`src/rtl/irq_pipeline_ctrl.sv`:
```
// Interrupt entry / mret return sequencer for the 5-stage RV32I pipeline.
// Drains the pipeline, saves the return PC, redirects fetch to mtvec, then back to mepc on mret.
module irq_pipeline_ctrl #(
    parameter int XLEN         = 32,
    parameter int DRAIN_CYCLES = 2
) (
    input  logic            i_clk,
    input  logic            i_reset,
    input  logic            i_irq,
    input  logic            i_mie,
    input  logic [XLEN-1:0] i_mtvec,
    input  logic [XLEN-1:0] i_ex_pc,
    input  logic            i_ex_valid,
    input  logic            i_pc_sel,
    input  logic            i_hazard_stall,
    input  logic            i_mret_ex,
    output logic            o_pc_en,
    output logic            o_flush_id_n,
    output logic            o_flush_ex_n,
    output logic            o_redirect,
    output logic [XLEN-1:0] o_redirect_pc,
    output logic            o_mepc_we,
    output logic [XLEN-1:0] o_mepc,
    output logic            o_mie_clr,
    output logic            o_mie_set,
    output logic            o_busy
);

    typedef enum logic [2:0] {
        IDLE     = 3'd0,
        DRAIN    = 3'd1,
        REDIRECT = 3'd2,
        HANDLER  = 3'd3,
        RETURN   = 3'd4
    } state_t;

    localparam logic [3:0] CNT_LOAD = 4'(DRAIN_CYCLES - 1);

    state_t          state_reg, state_next;
    logic [3:0]      cnt_reg, cnt_next;
    logic [XLEN-1:0] mepc_reg, mepc_next;
    logic            take;

    logic            pc_en_reg, flush_id_n_reg, flush_ex_n_reg, redirect_reg;
    logic            mepc_we_reg, mie_clr_reg, mie_set_reg, busy_reg;
    logic [XLEN-1:0] redirect_pc_reg;

    // A request blocked by a branch, stall or mret is simply retried while the level holds.
    assign take = i_irq & i_mie & i_ex_valid & ~i_pc_sel & ~i_hazard_stall & ~i_mret_ex;

    always_comb begin
        state_next = state_reg;
        cnt_next   = cnt_reg;
        mepc_next  = mepc_reg;
        case (state_reg)
            IDLE: begin
                if (i_mret_ex) begin
                    state_next = RETURN;
                end else if (take) begin
                    state_next = DRAIN;
                    mepc_next  = i_ex_pc;
                    cnt_next   = CNT_LOAD;
                end
            end
            DRAIN: begin
                if (cnt_reg == 4'd0) begin
                    state_next = REDIRECT;
                end else begin
                    cnt_next = cnt_reg - 4'd1;
                end
            end
            REDIRECT: state_next = HANDLER;
            HANDLER:  if (i_mret_ex) state_next = RETURN;
            RETURN:   state_next = IDLE;
            default:  state_next = IDLE;
        endcase
    end

    // Outputs are registered from the next state so they line up with state_reg.
    always_ff @(posedge i_clk) begin
        if (i_reset) begin
            state_reg       <= IDLE;
            cnt_reg         <= 4'd0;
            mepc_reg        <= '0;
            pc_en_reg       <= 1'b1;
            flush_id_n_reg  <= 1'b1;
            flush_ex_n_reg  <= 1'b1;
            redirect_reg    <= 1'b0;
            redirect_pc_reg <= '0;
            mepc_we_reg     <= 1'b0;
            mie_clr_reg     <= 1'b0;
            mie_set_reg     <= 1'b0;
            busy_reg        <= 1'b0;
        end else begin
            state_reg       <= state_next;
            cnt_reg         <= cnt_next;
            mepc_reg        <= mepc_next;
            pc_en_reg       <= 1'b1;
            flush_id_n_reg  <= 1'b1;
            flush_ex_n_reg  <= 1'b1;
            redirect_reg    <= 1'b0;
            redirect_pc_reg <= '0;
            mepc_we_reg     <= 1'b0;
            mie_clr_reg     <= 1'b0;
            mie_set_reg     <= 1'b0;
            busy_reg        <= 1'b0;
            case (state_next)
                DRAIN: begin
                    pc_en_reg      <= 1'b0;
                    flush_id_n_reg <= 1'b0;
                    flush_ex_n_reg <= 1'b0;
                    busy_reg       <= 1'b1;
                end
                REDIRECT: begin
                    redirect_reg    <= 1'b1;
                    redirect_pc_reg <= i_mtvec & {{(XLEN-2){1'b1}}, 2'b00};
                    mepc_we_reg     <= 1'b1;
                    mie_clr_reg     <= 1'b1;
                    flush_id_n_reg  <= 1'b0;
                    busy_reg        <= 1'b1;
                end
                RETURN: begin
                    redirect_reg    <= 1'b1;
                    redirect_pc_reg <= mepc_next;
                    flush_id_n_reg  <= 1'b0;
                    flush_ex_n_reg  <= 1'b0;
                    mie_set_reg     <= 1'b1;
                    busy_reg        <= 1'b1;
                end
                default: ;
            endcase
        end
    end

    assign o_pc_en       = pc_en_reg;
    assign o_flush_id_n  = flush_id_n_reg;
    assign o_flush_ex_n  = flush_ex_n_reg;
    assign o_redirect    = redirect_reg;
    assign o_redirect_pc = redirect_pc_reg;
    assign o_mepc_we     = mepc_we_reg;
    assign o_mepc        = mepc_reg;
    assign o_mie_clr     = mie_clr_reg;
    assign o_mie_set     = mie_set_reg;
    assign o_busy        = busy_reg;

endmodule

```
`config.mk`:
```
export PLATFORM = sky130hd
export DESIGN_NAME = irq_pipeline_ctrl
export DESIGN_NICKNAME = d
export VERILOG_FILES = /design/src/rtl/irq_pipeline_ctrl.sv
export SDC_FILE = /design/constraint.sdc
export NUM_CORES = 1
export LEC_CHECK = 0
export CORE_MARGIN = 8
export CORE_UTILIZATION = 42
export CTS_CLUSTER_SIZE = 8
export DETAILED_ROUTE_END_ITERATION = 6
export GPL_TIMING_DRIVEN = 0
export PLACE_DENSITY = 0.85
export SLEW_MARGIN = 10
export SYNTH_ARGS = -nofsm -noshare
export SYNTH_HDL_FRONTEND = slang
export SYNTH_SLANG_ARGS = --single-unit
```
`constraint.sdc`:
```
create_clock -name i_clk -period 3.6 [get_ports i_clk]
set_clock_uncertainty 0.2 [all_clocks]
set_input_delay 1.08 -clock i_clk [delete_from_list [all_inputs] [get_ports i_clk]]
set_output_delay 1.08 -clock i_clk [all_outputs]
set_load 0.02 [all_outputs]
```
---- Yosys cells after proc, flatten, opt, wreduce, memory -nomap -nowiden ----
Index checks and enable logic that the tools add are counted.
operators by class
  multiplexer cells ....................... 20
  reduce and logical (&&, ||, !) cells .... 7
  equal/unequal tests ..................... 9
  bitwise operators ....................... 8
  add/sub/neg operators ................... 1
operator list
  cell                   number
  $mux W32               3
  $pmux W32 S2           1
  $mux W3                4
  $mux W4                3
  $pmux W3 S4            1
  $eq A3 B2 Y1 const B   3
  $pmux W4 S2            1
  $mux W1                7
  $eq A3 B1 Y1 const B   2
  $ne A2 B2 Y1 const B   3
  $and A1 B1 Y1          5
  $logic_not A4 Y1       1
  $reduce_and A4 Y1      1
  $reduce_or A2 Y1       2
  $sub A4 B1 Y4 const B  1
  $eq A3 B3 Y1 const B   1
  $logic_not A3 Y1       1
  $not A1 Y1             3
  $reduce_or A3 Y1       1
  $reduce_bool A2 Y1     1
word-level totals
  register bits after elaboration ......... 78
  bits of input ports ..................... 72
  output and inout bits ................... 72

---- Logic depth before layout (Yosys ltp) ----
Gate-level depths: netlist of the first run.
  word-level depth ........................ 11
  depth in mapped cells ................... 7
  depth with buffers taken out ............ 6

---- Worst setup path before layout of the first run ----
Ideal clock, no wire load.
  path type ............................... input to register
  start ................................... input i_reset
  end ..................................... register redirect_pc_reg[10], in the netlist o_redirect_pc[10]
  stages .................................. 6
  setup slack ............................. 1.156 ns
  library setup time ...................... 0.059 ns
  buffers on the path ..................... 3
  data required time ...................... 3.341 ns
  arrival time ............................ 2.184 ns
  path through ............................ buf_6 or2_0 buf_6 nor3b_4 buf_6 a22o_1
RTL lines
  what                  line  text
  start, declared       8     input logic i_reset,
  end signal, assigned  116   redirect_pc_reg <= i_mtvec & {{(XLEN-2){1'b1}}, 2'b00};
  end signal, assigned  124   redirect_pc_reg <= mepc_next;
  end, declared         46    logic [XLEN-1:0] redirect_pc_reg;

---- Worst setup path in the final report of the first run ----
  start ................................... input i_mret_ex
  end ..................................... register mepc_reg[29], in the netlist o_mepc[29]
between the ends
  word-level cells in the longest chain between the ends .. 5
ends and longest elaborated chain
  what                  line  text
  start, declared       16    input logic i_mret_ex,
  $not A1 Y1            49    assign take = i_irq & i_mie & i_ex_valid & ~i_pc_sel & ~i_hazard_stall & ~i_mret_ex;
  $and A1 B1 Y1         49
  $mux W32              59    end else if (take) begin
  $mux W32 (*)          57    if (i_mret_ex) begin
  $mux W32 (*)          55    case (state_reg)
  end signal, assigned  97    mepc_reg <= mepc_next;
  end, declared         41    logic [XLEN-1:0] mepc_reg, mepc_next;
Every way passes the cells marked *; elsewhere a longest branch is shown, timed or not.
A chain may end at the register's enable or synchronous reset.

==> results of run 1 <==
==> worst max-delay path, stage by stage <==
cell and delay (ns):
clkdlybuf4s50_1 0.57, and4bb_2 0.25, nand4_1 0.12, buf_4 0.24, buf_4 0.26, mux2i_1 0.21
nor2_1 0.06
==> kinds of logic (layout without fill, tap and decap cells) <==
logic type,count (synthesis),after routing
buffers and inverters,21,177
AOI/OAI and AO/OA,38,38
xor gates and xnor gates,3,3
DFF,78,78
adders and majority gates,2,2
muxes,32,32
and+or+nand+nor,60,60
==> cell type report <==
cell class | count | area [µm²]
Multi-Input combinational cell | 135 | 1020
Fill cell | 494 | 1870
Clock buffer | 11 | 131
Clock inverter | 5 | 83.8
Buffer | 16 | 139
Tap cell | 77 | 96.3
Timing Repair Buffer | 140 | 1400
Inverter | 5 | 18.8
Sequential cell | 78 | 1560
==> metal layers <==
layer / track usage [%] / share of wire, %
met1: 17.6 / 40
met2: 27.8 / 49
met3: 7.75 / 9.3
met4: 6.27 / 1.8
met5: 0 / 0
==> final timing paths <==
check,endpoint,start,depth (start not counted)
setup / recovery,o_mepc[29],i_mret_ex,7
setup reg to reg,o_redirect_pc[22],cnt_reg[0],7
hold / removal,cnt_reg[1],cnt_reg[1],2
hold reg to reg,cnt_reg[1],cnt_reg[1],2
==> stage by stage <==
step	std cells	area [µm²]	worst slack, ns
2_1_floorplan	234	2740	1.16
3_3_place_gp	451	4230	0.528
3_5_place_dp	451	4230	0.470
4_1_cts	467	4450	0.822
5_1_grt	467	4450	0.726
6_report	467	4450	0.806
==> power breakdown <==
group	leakage [µW]	total (µW)	switching [µW]	internal (µW)
Combinational	0.00116	141	48.0	93.2
Sequential	0.000630	874	4.23	870
Clock	0.0000998	704	312	392
==> layout by cell type, fill, tap and decap left out, types with 2 or more instances in the layout <==
cell             count
dfxtp_1             78
nor2_1              35
nand3_1              4
nor3b_1              2
inv_1                5
a21oi_1              3
buf_6                8
clkinvlp_4           2
clkbuf_8             9
buf_4                5
and3b_1              2
nand2_1              3
clkbuf_1             5
xnor2_1              2
ha_1                 2
bufinv_16            2
nor3_1               2
nor3b_4              3
clkdlybuf4s50_1    140
or2_2                2
nor2b_1              2
mux2i_1             32
a22o_1              30
==> impl_results.md, run 1 <==
- Outcome: completed
- Post-Synth Simple-Gate Area: a little under an eighth
- Asr flop ratio synth: 0%
- Die Footprint: 9350 µm²
- Layout cells sized above 1: under 10%
- Clock Path Buffers: 2
- Syn Inst Count: between 200 and 250
- Chip width: between 90 and 100 µm
- Hold buffers post-CTS: 0
- DRT iter0 DRCs: 81
- Least-Margin Pin Slew: roughly 0.59 ns
- Synth cell count leaders: dfxtp_1 (78), nor2_1 (35), mux2i_1 (32)
- Layout Nets: about 460
- Fraction of the yosys area taken by sequential cells: 57.1%
- Avg Vias per Cell: between 4 and 5
- GRT Overall Usage: ~17%
- Number of global-route vias before repair: around 2.4k
- IO Port Bufs: 140
- Initial antenna violation count: 0
- GPL Wtd Cong: 0.821
- Crit path capture type: flop
- Worst Hold Class: flop to flop
- DRC violations left: 0
- ANT nets after route: 0
- Post CTS Setup Buffer Count: 0
- Post-Synth Adder-Cell Area: less than 1%
- Compound-cell area share of the yosys netlist: between 10 and 15%
- Routed wire length: between 7000 and 8000 µm
- Main combinational cell family by area after synthesis: simple AND/OR/NAND/NOR gates
- Starting Density: a little over two fifths
- Total gr overflow: 0
- Syn_nets: between 300 and 400
- CTS tree: yes
- Root buffer cell: clkbuf_8
- Power Dens Cells: around 390 nW/µm²
- Peak supply drop: about 270 µV
- Fin crit share: between 70% and 80%
- H-tree depth: 3
- Most frequent cell after synthesis: dfxtp_1
- Critical path peak fanout: 10
- Vias post-DR: 2310
- Syn avg cell area: 11.7 µm²
- IO Pins: ~140
- Worst slew margin: between 60% and 70%
- Min Hold Slack: about 0.29 ns
- Top_reg_cell synth: dfxtp_1
- Setup violators final: 0
- Arrival @ worst endpoint: 2.79 ns
- PostCTS Resize Cnt: 0
- Chip height: around 97 µm
- RSZ-0062 raised after global routing: no
- Maxcap violations: 0
- CTS buffer count: 9
- Reg2reg setup slack: between 1.5 and 2 ns
- # rows: 29
- WP data required: between 3 and 4 ns
- Synthesized flop and latch total: around 80
- Total design power: around 1700 µW
- Hpwl dp: about 6200 µm
- Tmin final: 2.79 ns
- Initial DRT Pass Iterations: 4
- Hold Violations, Final: 0
- Top post-synthesis cells by area: dfxtp_1 (57%), mux2i_1 (12%), a22o_1 (9.6%)
- Setup_tns: 0 ns
- Placeable Area: 6310 µm²
- Layout area overhead: 62.6%
- Post-Route Utilization: just over 70%
- Mux cell area share after synthesis: between 10% and 20%
- Worst setup SP type: primary input
- EDFF count, synth: 0
- Fmax: 0.358 GHz
- Largest net degree at the start of global routing: 14
- Yosys cell types: 30
- Yosys top cell by area: dfxtp_1
- First-pass GRT wire length: approximately 13000 µm
- Fin. max-slew vios: 0
- Synth top area share: about 57%
- DR WL/cell: 17.0 µm
- Diode count: 0
- Syn Std Cell Area: roughly 2700 µm²
- Clk_lat worst skew: approximately 0.34 ns
- Lkg Pwr: 0.00189 µW
- Xor/xnor share of the synthesized area: less than 1%
- Critical setup path kind: primary input to flop
- Synth warnings: 0
- Clock Sinks: between 70 and 80
- Clock transition at path regs: ~0.08 ns
(Power assumes the default switching activity.)
==> run 2: changes to the inputs <==
--- a/config.mk
+++ b/config.mk
@@ -6,11 +6,11 @@
 export NUM_CORES = 1
 export LEC_CHECK = 0
 export CORE_MARGIN = 8
-export CORE_UTILIZATION = 42
+export CORE_UTILIZATION = 39
 export CTS_CLUSTER_SIZE = 8
 export DETAILED_ROUTE_END_ITERATION = 6
 export GPL_TIMING_DRIVEN = 0
-export PLACE_DENSITY = 0.85
+export PLACE_DENSITY = 0.8
 export SLEW_MARGIN = 10
 export SYNTH_ARGS = -nofsm -noshare
 export SYNTH_HDL_FRONTEND = slang
==> constraint.sdc (replaced) <==
create_clock -name i_clk -period 2.7 [get_ports i_clk]
set_clock_uncertainty 0.2 [all_clocks]
set_input_delay 0.81 -clock i_clk [delete_from_list [all_inputs] [get_ports i_clk]]
set_output_delay 0.81 -clock i_clk [all_outputs]
set_load 0.02 [all_outputs]
==> run 2 against run 1 <==
- total power increased by 45%
- combinational power rose by 34%
- design area rose by 1.8%
- final cell count increased by 4.1%
- first-iteration DRC count decreased by 38%
- sequential share of layout area decreased by 0.61 points
- core utilization shrank 3.8 points
- sequential power is 34% higher
- die area increased by 6.4%
- highest routed layer unchanged
==> impl_results.md, run 2 (synthesized netlist as in run 1, its figures left out) <==
- Chip height: between 90 and 100 µm
- Clock Sinks: about 80
- Chip width: around 100 µm
- Hpwl dp: between 5000 and 6000 µm
- DRT iter0 DRCs: 50
- Clk_lat worst skew: 0.34 ns
- Setup violators final: 0
- Placeable Area: about 6800 µm²
- Layout Nets: between 400 and 500
- Tmin final: approximately 2.5 ns
- Top Family by Delay on Critical Path: buffers and inverters
- Crit path cell chain: clkdlybuf4s50_1 > and4bb_2 > nand4_1 > buf_4 > buf_4 > mux2i_1 > nor2_1
- WP data required: 2.70 ns
- ANT nets after route: 0
- Critical setup path kind: primary input to flop
- Commonest non-fill, non-tap cell in the layout: clkdlybuf4s50_1
- Post-route insts no fill: 486
- Die Footprint: between 9000 and 10000 µm²
- DR WL/cell: ~16 µm
- Largest net degree at the start of global routing: 14
- Slowest stage delay, CP: ~0.54 ns
- Maxcap violations: 0
- Hold buffers post-CTS: 0
- Hold Violations, Final: 0
- Fmax: between 0.4 and 0.5 GHz
- Worst setup SP type: primary input
- IO Port Bufs: 140
- GPL Wtd Cong: approximately 0.77
- Min Hold Slack: around 0.29 ns
- RSZ-0062 raised after global routing: no
- Diode count: 0
- DRC violations left: 0
- Layout cells sized above 1: under 10%
- Peak supply drop: roughly 280 µV
- Post CTS Setup Buffer Count: 0
- Post-Route Utilization: approximately two thirds
- Lkg Pwr: around 0.0019 µW
- Avg Vias per Cell: around 4.6
- Total gr overflow: 0
- Fin crit share: 91.7%
- Outcome: completed
- Critical path peak fanout: 10
- Arrival @ worst endpoint: 2.48 ns
- Root buffer cell: clkbuf_8
- IO Pins: between 100 and 150
- Initial antenna violation count: 0
- Clock transition at path regs: around 0.070 ns
- Worst path bufs/invs: 3
- Number of global-route vias before repair: approximately 2.5k
- GRT Overall Usage: 15.7%
- H-tree depth: 3
- Worst slew margin: between 60 and 70%
- Worst Hold Class: flop to flop
- Fill cell count: around 540
- CTS tree: yes
- Crit path capture type: flop
- Initial DRT Pass Iterations: 4
- Fin. max-slew vios: 0
- PostCTS Resize Cnt: 0
- Slowest stage cell, crit path: clkdlybuf4s50_1
- CTS buffer count: 9
- Vias post-DR: around 2.2k
- Starting Density: about 40%
- Clock Path Buffers: 2
- # rows: 30
- Layout area overhead: 65.5%
- CP dominant cell by count: buf_4
- Routed wire length: 7780 µm
- First-pass GRT wire length: between 10000 and 15000 µm
- Least-Margin Pin Slew: 0.535 ns
- Placed cell count: 470
- Power Dens Cells: between 500 and 600 nW/µm²
- Most frequent cells in the layout: clkdlybuf4s50_1 (140), dfxtp_1 (78), nor2_1 (35)
## run 2: cell count changes in the layout (fill, tap and decap cells not counted), sizes merged
cell,change
clkinvlp,-1
bufinv,+2
clkbuf,-1
## run 2: area by class of cell
type / count / area, µm² / area share, %
repair buffers: 140 / 1400 / 31.0
clock inverters: 6 / 133 / 2.93
well taps: 96 / 120 / 2.65
plain buffers: 16 / 139 / 3.07
flip-flops and latches: 78 / 1560 / 34.5
multi-input cells: 135 / 1020 / 22.4
inverters: 5 / 18.8 / 0.415
clock buffers: 10 / 138 / 3.04
## run 2: final timing paths
| path | start | to | slack (ns) | cells past startpoint |
|---|---|---|---|---|
| worst max-delay path | i_mret_ex | o_mepc[17] | 0.22 | 7 |
| worst min-delay path | cnt_reg[1] | cnt_reg[1] | 0.29 | 2 |
| worst max register to register | cnt_reg[0] | o_busy | 0.62 | 6 |
| worst min register to register | cnt_reg[1] | cnt_reg[1] | 0.29 | 2 |
## run 2: where the power goes
group          total [µW]  internal (µW)  switching, µW
Sequential           1170           1160           5.83
Clock                1130            731            402
Combinational         189            124           64.6
## run 2: stage by stage
step	setup slack, ns	instance area [µm²]	total power [µW]	setup TNS (ns)
6_report	0.223	4530	2490	0
5_1_grt	0.102	4530	2580	0
4_1_cts	0.218	4530	2530	0
3_5_place_dp	-0.142	4260	1380	-2.29
3_3_place_gp	-0.104	4260	1380	-2.19
2_1_floorplan	0.526	2740	1250	0
## run 2: tightest hold or removal path, cell delays in order, from the launching register on
cell	delay, ns
dfxtp_1	0.33
nand3_1	0.06
a21oi_1	0.05
## run 2: routing by layer
metal  up-vias  routed length, µm  global-route usage (%)
met3        13                859                    7.19
met5         -                  0                       0
met2       102               3840                    27.1
met4         0                132                    6.17
li1       1123                  -                       -
met1      1011               2950                    16.1
==> run 3: changes to the inputs <==
--- a/config.mk
+++ b/config.mk
@@ -9,7 +9,7 @@
 export CORE_UTILIZATION = 39
 export CTS_CLUSTER_SIZE = 8
 export DETAILED_ROUTE_END_ITERATION = 6
-export GPL_TIMING_DRIVEN = 0
+export GPL_ROUTABILITY_DRIVEN = 0
 export PLACE_DENSITY = 0.8
 export SLEW_MARGIN = 10
 export SYNTH_ARGS = -nofsm -noshare
==> run 3 against run 2 <==
- routed wire length decreased by 1.1%
- core utilization decreased by 1.5 points
- die area is the same
- worst hold slack worse by 0.0024 ns
- final cell count shrank 0.82%
- total power decreased by 14%
- sequential cell count did not move
- non-clock buffer count down 2
- critical endpoint is now o_redirect_pc[8]
- largest power group unchanged
==> impl_results.md, run 3 (synthesized netlist as in run 1, its figures left out) <==
- IO Pins: ~140
- Number of global-route vias before repair: 2358
- Fin crit share: between 80% and 90%
- Commonest non-fill, non-tap cell in the layout: clkdlybuf4s50_1
- IO Port Bufs: 141
- H-tree depth: 3
- Critical path peak fanout: 14
- Vias post-DR: 2239
- ANT nets after route: 0
- Arrival @ worst endpoint: approximately 2.5 ns
- First-pass GRT wire length: 11900 µm
- Chip height: 99.7 µm
- Setup violators final: 0
- Critical setup path kind: primary input to flop
- GRT Overall Usage: about 15%
- Layout area overhead: 61.8%
- Initial DRT Pass Iterations: 4
- Chip width: ~100 µm
- Clk_lat worst skew: about 0.33 ns
- Most frequent cells in the layout: clkdlybuf4s50_1 (141), dfxtp_1 (78), nor2_1 (35)
- Total gr overflow: 0
- Largest net degree at the start of global routing: 37
- Diode count: 0
- Hpwl dp: ~6000 µm
- DRT iter0 DRCs: 42
- Worst setup SP type: primary input
- Initial antenna violation count: 0
- Starting Density: between 40% and 50%
- Maxcap violations: 0
- WP data required: ~2.8 ns
- # rows: 30
- Fmax: 0.421 GHz
- Total design power: about 2100 µW
- Power Dens Cells: 486 nW/µm²
- Clock Path Buffers: 2
- Worst slew margin: approximately 64%
- Tmin final: approximately 2.4 ns
- CTS buffer count: 9
- Least-Margin Pin Slew: ~0.54 ns
- Clock transition at path regs: around 0.070 ns
- DRC violations left: 0
- DR WL/cell: 16.0 µm
- PostCTS Resize Cnt: 0
- Hold Violations, Final: 0
- Crit path capture type: flop
- Outcome: completed
- Layout cells sized above 1: between 8 and 9%
- Peak supply drop: between 400 and 500 µV
- Clock Sinks: 78
- RSZ-0062 raised after global routing: no
- Die Footprint: roughly 9900 µm²
- Lkg Pwr: about 0.0019 µW
- Root buffer cell: clkbuf_8
- Post-Route Utilization: between 60% and 70%
- Post CTS Setup Buffer Count: 0
- Fin. max-slew vios: 0
- Routed wire length: between 7000 and 8000 µm
- Hold buffers post-CTS: 0
- Worst Hold Class: flop to flop
- Placeable Area: roughly 6800 µm²
- Avg Vias per Cell: roughly 4.6
- Layout Nets: about 460
- CTS tree: yes
==> run 3: final timing paths <==
kind                                 start  slack, ns  cells past startpoint               end
worst max register to register  cnt_reg[0]       0.62                      6            o_busy
worst min-delay path            cnt_reg[1]       0.28                      2        cnt_reg[1]
worst max-delay path               i_reset       0.33                      5  o_redirect_pc[8]
worst min register to register  cnt_reg[1]       0.28                      2        cnt_reg[1]
==> run 3: where the power goes <==
group | internal, µW | switching, µW | total, µW
Clock | 412 | 388 | 800
Combinational | 122 | 61.4 | 183
Sequential | 1160 | 5.83 | 1170
Total | 1690 | 455 | 2150
==> run 3: per-stage QoR <==
| step | cells | cell area [µm²] | setup TNS, ns | hold WS [ns] | setup slack (ns) |
|---|---|---|---|---|---|
| floorplan | 234 | 2740 | 0 | 0.257 | 0.526 |
| global placement | 468 | 4250 | -0.00327 | 0.273 | -0.00317 |
| detailed placement | 468 | 4250 | -0.171 | 0.277 | -0.0325 |
| CTS | 482 | 4430 | 0 | 0.288 | 0.310 |
| global route | 482 | 4430 | 0 | 0.307 | 0.222 |
| finish | 482 | 4430 | 0 | 0.283 | 0.325 |
==> run 3: area by class of cell <==
type | count | area [µm²]
sequential | 78 | 1560
inverter | 5 | 18.8
clock inverter | 5 | 52.6
timing repair buffer | 154 | 1530
tap | 96 | 120
multi-input combinational | 135 | 1020
fill | 533 | 2370
clock buffer | 9 | 124
==> run 3: layer usage <==
metal | global-route usage (%) | vias up | share of wire (%)
met4 | 4.19 | 0 | 0.90
li1 | - | 1114 | -
met3 | 7.61 | 6 | 10
met2 | 26.9 | 90 | 50
met1 | 14.8 | 1029 | 39
met5 | 0 | - | 0
==> run 3: critical path, cell delays in order <==
cell and delay, ns:
clkdlybuf4s50_1 0.41, or2_0 0.38, nor3b_4 0.40, buf_4 0.28
a22o_1 0.16
